==> src/rtl/uart_cmd_ctrl.sv <==
// uart_cmd_ctrl
//   Command parser sitting behind a UART receiver. It assembles frames of the
//   form A5, CMD, LEN, payload[LEN], CHK (CHK = XOR of CMD, LEN and the
//   payload), then executes register write / read / clear commands. A read
//   answers with two bytes, 5A followed by the register value.
//
//   Ports
//     clk        system clock, rising edge
//     rst        synchronous active-high reset
//     rx_data    received byte, valid on the byte-done cycle
//     rx_state   receiver state (0 IDLE .. 4 STOP); STOP->IDLE marks a byte
//     tx_byte    byte offered to the transmitter
//     tx_valid   offer strobe, held until tx_ready
//     tx_ready   transmitter accept
//     regs_out   four 8-bit command registers, reg N on [8N+7:8N]
//     busy       high while executing or sending a response
//     frame_err  one-cycle pulse per rejected frame or timeout
module uart_cmd_ctrl #(
   parameter int TIMEOUT_CLKS = 27000
) (
   input  logic        clk,
   input  logic        rst,
   input  logic [7:0]  rx_data,
   input  logic [2:0]  rx_state,
   output logic [7:0]  tx_byte,
   output logic        tx_valid,
   input  logic        tx_ready,
   output logic [31:0] regs_out,
   output logic        busy,
   output logic        frame_err
);

   localparam int CNT_W = (TIMEOUT_CLKS > 2) ? $clog2(TIMEOUT_CLKS) : 1;
   localparam logic [CNT_W-1:0] TMO_LAST = CNT_W'(TIMEOUT_CLKS - 1);

   typedef enum logic [2:0] {
      S_HDR, S_CMD, S_LEN, S_PAY, S_CHK, S_EXEC, S_RESP0, S_RESP1
   } state_t;

   state_t           state;
   logic [2:0]       prev_rx_state;
   logic [7:0]       cmd_q;
   logic [1:0]       len_q;
   logic             idx_q;
   logic [7:0]       pay0_q;
   logic [7:0]       pay1_q;
   logic [7:0]       chk_q;
   logic [7:0]       resp_q;
   logic [CNT_W-1:0] tmo_q;
   logic [7:0]       regs_q [4];

   logic byte_done;
   logic counting;
   logic tmo_hit;

   // A byte completes when the receiver leaves STOP for IDLE.
   assign byte_done = (prev_rx_state == 3'd4) && (rx_state == 3'd0);
   assign counting  = (state == S_CMD) || (state == S_LEN) ||
                      (state == S_PAY) || (state == S_CHK);
   // A byte arriving on the expiry cycle takes priority over the timeout.
   assign tmo_hit   = counting && (tmo_q == TMO_LAST) && !byte_done;

   assign busy     = (state == S_EXEC) || (state == S_RESP0) || (state == S_RESP1);
   assign regs_out = {regs_q[3], regs_q[2], regs_q[1], regs_q[0]};

   always_ff @(posedge clk) begin
      if (rst) begin
         state         <= S_HDR;
         prev_rx_state <= 3'd0;
         cmd_q         <= 8'h00;
         len_q         <= 2'd0;
         idx_q         <= 1'b0;
         pay0_q        <= 8'h00;
         pay1_q        <= 8'h00;
         chk_q         <= 8'h00;
         resp_q        <= 8'h00;
         tmo_q         <= '0;
         tx_byte       <= 8'h00;
         tx_valid      <= 1'b0;
         frame_err     <= 1'b0;
         for (int i = 0; i < 4; i++) regs_q[i] <= 8'h00;
      end else begin
         prev_rx_state <= rx_state;
         frame_err     <= 1'b0;

         if (byte_done || !counting || tmo_hit) tmo_q <= '0;
         else                                   tmo_q <= tmo_q + CNT_W'(1);

         if (tmo_hit) begin
            frame_err <= 1'b1;
            state     <= S_HDR;
         end else begin
            case (state)
               S_HDR: begin
                  // Anything but a header byte is line noise; ignore it quietly.
                  if (byte_done && rx_data == 8'hA5) state <= S_CMD;
               end
               S_CMD: begin
                  if (byte_done) begin
                     cmd_q <= rx_data;
                     chk_q <= rx_data;
                     state <= S_LEN;
                  end
               end
               S_LEN: begin
                  if (byte_done) begin
                     chk_q <= chk_q ^ rx_data;
                     len_q <= rx_data[1:0];
                     idx_q <= 1'b0;
                     if (rx_data > 8'd2) begin
                        frame_err <= 1'b1;
                        state     <= S_HDR;
                     end else if (rx_data == 8'd0) begin
                        state <= S_CHK;
                     end else begin
                        state <= S_PAY;
                     end
                  end
               end
               S_PAY: begin
                  if (byte_done) begin
                     chk_q <= chk_q ^ rx_data;
                     if (!idx_q) pay0_q <= rx_data;
                     else        pay1_q <= rx_data;
                     idx_q <= 1'b1;
                     if ({1'b0, idx_q} + 2'd1 == len_q) state <= S_CHK;
                  end
               end
               S_CHK: begin
                  if (byte_done) begin
                     if (rx_data != chk_q) begin
                        frame_err <= 1'b1;
                        state     <= S_HDR;
                     end else begin
                        state <= S_EXEC;
                     end
                  end
               end
               S_EXEC: begin
                  state <= S_HDR;
                  if (cmd_q == 8'h01 && len_q == 2'd2 && pay0_q[7:2] == 6'd0) begin
                     regs_q[pay0_q[1:0]] <= pay1_q;
                  end else if (cmd_q == 8'h02 && len_q == 2'd1 && pay0_q[7:2] == 6'd0) begin
                     resp_q   <= regs_q[pay0_q[1:0]];
                     tx_byte  <= 8'h5A;
                     tx_valid <= 1'b1;
                     state    <= S_RESP0;
                  end else if (cmd_q == 8'h03 && len_q == 2'd0) begin
                     for (int i = 0; i < 4; i++) regs_q[i] <= 8'h00;
                  end else begin
                     frame_err <= 1'b1;
                  end
               end
               S_RESP0: begin
                  // tx_valid is already high here; tx_byte moves only on accept.
                  if (tx_ready) begin
                     tx_byte <= resp_q;
                     state   <= S_RESP1;
                  end
               end
               S_RESP1: begin
                  if (tx_ready) begin
                     tx_valid <= 1'b0;
                     state    <= S_HDR;
                  end
               end
               default: state <= S_HDR;
            endcase
         end
      end
   end

endmodule

==> config.mk <==
export PLATFORM = sky130hd
export DESIGN_NAME = uart_cmd_ctrl
export DESIGN_NICKNAME = d
export VERILOG_FILES = /design/src/rtl/uart_cmd_ctrl.sv
export SDC_FILE = /design/constraint.sdc
export NUM_CORES = 1
export LEC_CHECK = 0
export ABC_CLOCK_PERIOD_IN_PS = 7700
export CAP_MARGIN = 20
export CORE_UTILIZATION = 60
export CTS_CLUSTER_SIZE = 25
export DETAILED_ROUTE_END_ITERATION = 16
export HOLD_SLACK_MARGIN = 0.02
export PLACE_DENSITY = 0.83
export SYNTH_ARGS = -nofsm -noshare
export SYNTH_HDL_FRONTEND = slang
export SYNTH_SLANG_ARGS = --single-unit
==> constraint.sdc <==
create_clock -name clk -period 7.7 [get_ports clk]
set_clock_uncertainty 0.05 [all_clocks]
set_input_delay 1.54 -clock clk [delete_from_list [all_inputs] [get_ports clk]]
set_output_delay 1.54 -clock clk [all_outputs]
set_load 0.02 [all_outputs]
==> reports/summary.txt <==
GP Congestion: 0.865
Die ar.: 8460 sq um
Crit path max-delay family: flip-flops
Final nets: 540
Worst VDD drop: 98.4 uV
Met3 GRT Util: 5.80%
P_leak: 1.99 nW
Initial Util: 62.5%
Largest fanout on the critical path: 21
Setup Crit Path Kind: flip-flop to output pin
Final period utilization: 50.6%
Max cap viols: 0
Initial DRC Count: 267
Die Y: 92.0 um
RSZ-0062 raised after global routing: false
Final Hold Fails: 0
CTS Buffer Depth: 2
Setup_tns: 0 ps
Final wirelength: 10800 um
Worst path max stage delay: 850 ps
Worst-path clk slew: 100 ps
Vias: 3751
Mean area per synthesized cell: 10.0 sq um
Crit-path cells: o21ai_0, inv_1, clkdlybuf4s50_1
Worst slew margin: 25.8%
ANT nets after route: 0
Mapped Cells: 485
Die width: 92.0 um
Max stage delay cell, worst path: dfxtp_1
Setup crit end kind: output pin
Crit path buf inv count: 2
Grt ovf: 0
CTS Buf Count: 9
Drt drc: 0
Post-CTS Setup Inserts: 0
Slew Limit Fails: 0
Global-route wire length before repair: 18000 um
CTS sink count: 106
WL/cell: 17.1 um
Max Freq: 0.256 GHz
Fraction of registers with async set/reset: 0%
WHS: 409 ps
Min Tclk post-route: 3900 ps
Worst Hold Class: flip-flop to flip-flop
WP data arrival: 2310 ps
Initial antenna violation count: 0
Commonest cells in the netlist: dfxtp_1, nand2_1, nor2_1
Post_cts resized: 0
Syn nets: 500
Critical Path Source Type: flip-flop
Power Total: 0.997 mW
Power Density: 177 nW/um^2
Yosys Warn Count: 0
Synthesis-to-finish area growth: 16.3%
PortBufs: 56
EDFF count, synth: 32
Cell variety after synth: 57
Final setup viols: 0
DP Wirelength: 7650 um
Leading area contributor after synthesis: dfxtp_1
Clk root buf: clkbuf_8
H-tree Lvls: 3
I/O pins: 57
Critical Path RT: 6110 ps
Layout fillers: 573
Top-area cell type share of the netlist area: 30.5%
M1 GR Usage: 35.2%
Synthesized flop and latch total: 106
Share of cells above drive strength 1: 7.55%
Post-Syn Area: 4860 sq um
Core area: 7770 sq um
Drt pass-1 iters: 4
Aggregate global-route resource usage: 27.5%
Largest net degree at the start of global routing: 59
Gr busiest metal: met2
Status: complete, no violations
Seq/Total Area, Yosys: 50.3%
# hold bufs at CTS: 0
Area contributors post-synth: dfxtp_1, edfxtp_1, and2_1
Leading cell type by number of instances after synthesis: dfxtp_1
Actual slew at the worst max-slew pin: 1110 ps
# diodes: 0
Row count: 32
Post-synth top flop: dfxtp_1
Vias in the first global route: 3565
Worst-Skew Late Latency: 380 ps
Routed vias/inst: 5.94
CTS tree: done
Global routing usage on met2: 47.8%
-- stage by stage --
stage	instance area (sq um)	instances	setup WS [ps]	util, %
after CTS	5650	632	3820	72.7
final	5650	632	3800	72.7
after global routing	5650	632	3680	72.7
after floorplan	4860	485	4180	-
after detailed placement	5440	616	3430	70.1
after global placement	5440	616	3570	70.1
-- final cells by class --
| type | count | area (sq um) | area share, % |
|---|---|---|---|
| clock inverter | 6 | 55.1 | 0.975 |
| tap | 102 | 128 | 2.26 |
| sequential | 106 | 2440 | 43.2 |
| timing repair buffer | 57 | 563 | 9.97 |
| inverter | 14 | 52.6 | 0.930 |
| multi-input combinational | 337 | 2260 | 40.0 |
| clock buffer | 10 | 149 | 2.64 |
-- sequential cells by signal, summed over array words and instances, names as in the netlist, 2 cells and up --
signal	count
resp_q	8
cmd_q	8
prev_rx_state	3
tx_byte	8
regs_q	32
tmo_q	15
len_q	2
state	3
chk_q	8
pay0_q	8
pay1_q	8
-- worst min-delay path, stage by stage (launching register included) --
cell and delay [ps]:
dfxtp_1 320, nand2_1 50, a21oi_1 50
-- cell families after synthesis --
family | Yosys count | share of synthesized area, %
XOR/XNOR | 23 | 4.15
multiplexers | 27 | 7.62
AND/OR/NAND/NOR | 216 | 24.3
adder cells (fa/ha/maj) | 1 | 0.257
AO/OA/AOI/OAI | 70 | 10.0
buffers and inverters | 42 | 3.37
flip-flops | 106 | 50.3
-- per-layer routing --
layer | part of all wire [%] | vias to the layer above
met5 | 0 | -
met4 | 1.4 | 0
met3 | 5.8 | 13
met2 | 51 | 130
met1 | 42 | 1819
li1 | - | 1789
-- final timing paths --
path | start | to | slack [ps] | cells past startpoint
max reg2reg | state[2] | regs_q[0][5] | 4920 | 5
min reg2reg | resp_q[1] | resp_q[1] | 410 | 2
max | state[2] | busy | 3800 | 3
min | resp_q[1] | resp_q[1] | 410 | 2
-- placed cells by master, fill, tap and decap left out, types with 2 or more instances in the layout --
master	n
a211o_1	7
a211oi_1	2
a21o_1	2
a21oi_1	34
a31oi_1	2
and2_1	34
and3_1	6
and3b_1	2
and4b_1	2
clkbuf_8	9
clkdlybuf4s50_1	55
clkinvlp_4	2
dfxtp_1	74
edfxtp_1	32
inv_1	13
inv_8	2
mux2i_1	19
mux4_2	8
nand2_1	50
nand2b_1	6
nand3_1	15
nand4_1	4
nand4b_1	3
nor2_1	50
nor2b_1	6
nor3_1	15
nor3_4	4
nor4_1	4
nor4b_1	2
o211ai_1	8
o21ai_0	4
xnor2_1	15
xor2_1	8
-- where the power goes --
part           switching [mW]  internal, mW  total [mW]
sequential            0.00698         0.583       0.590
clock                   0.201         0.144       0.345
combinational          0.0351        0.0267      0.0618
(Power assumes the default switching activity.)
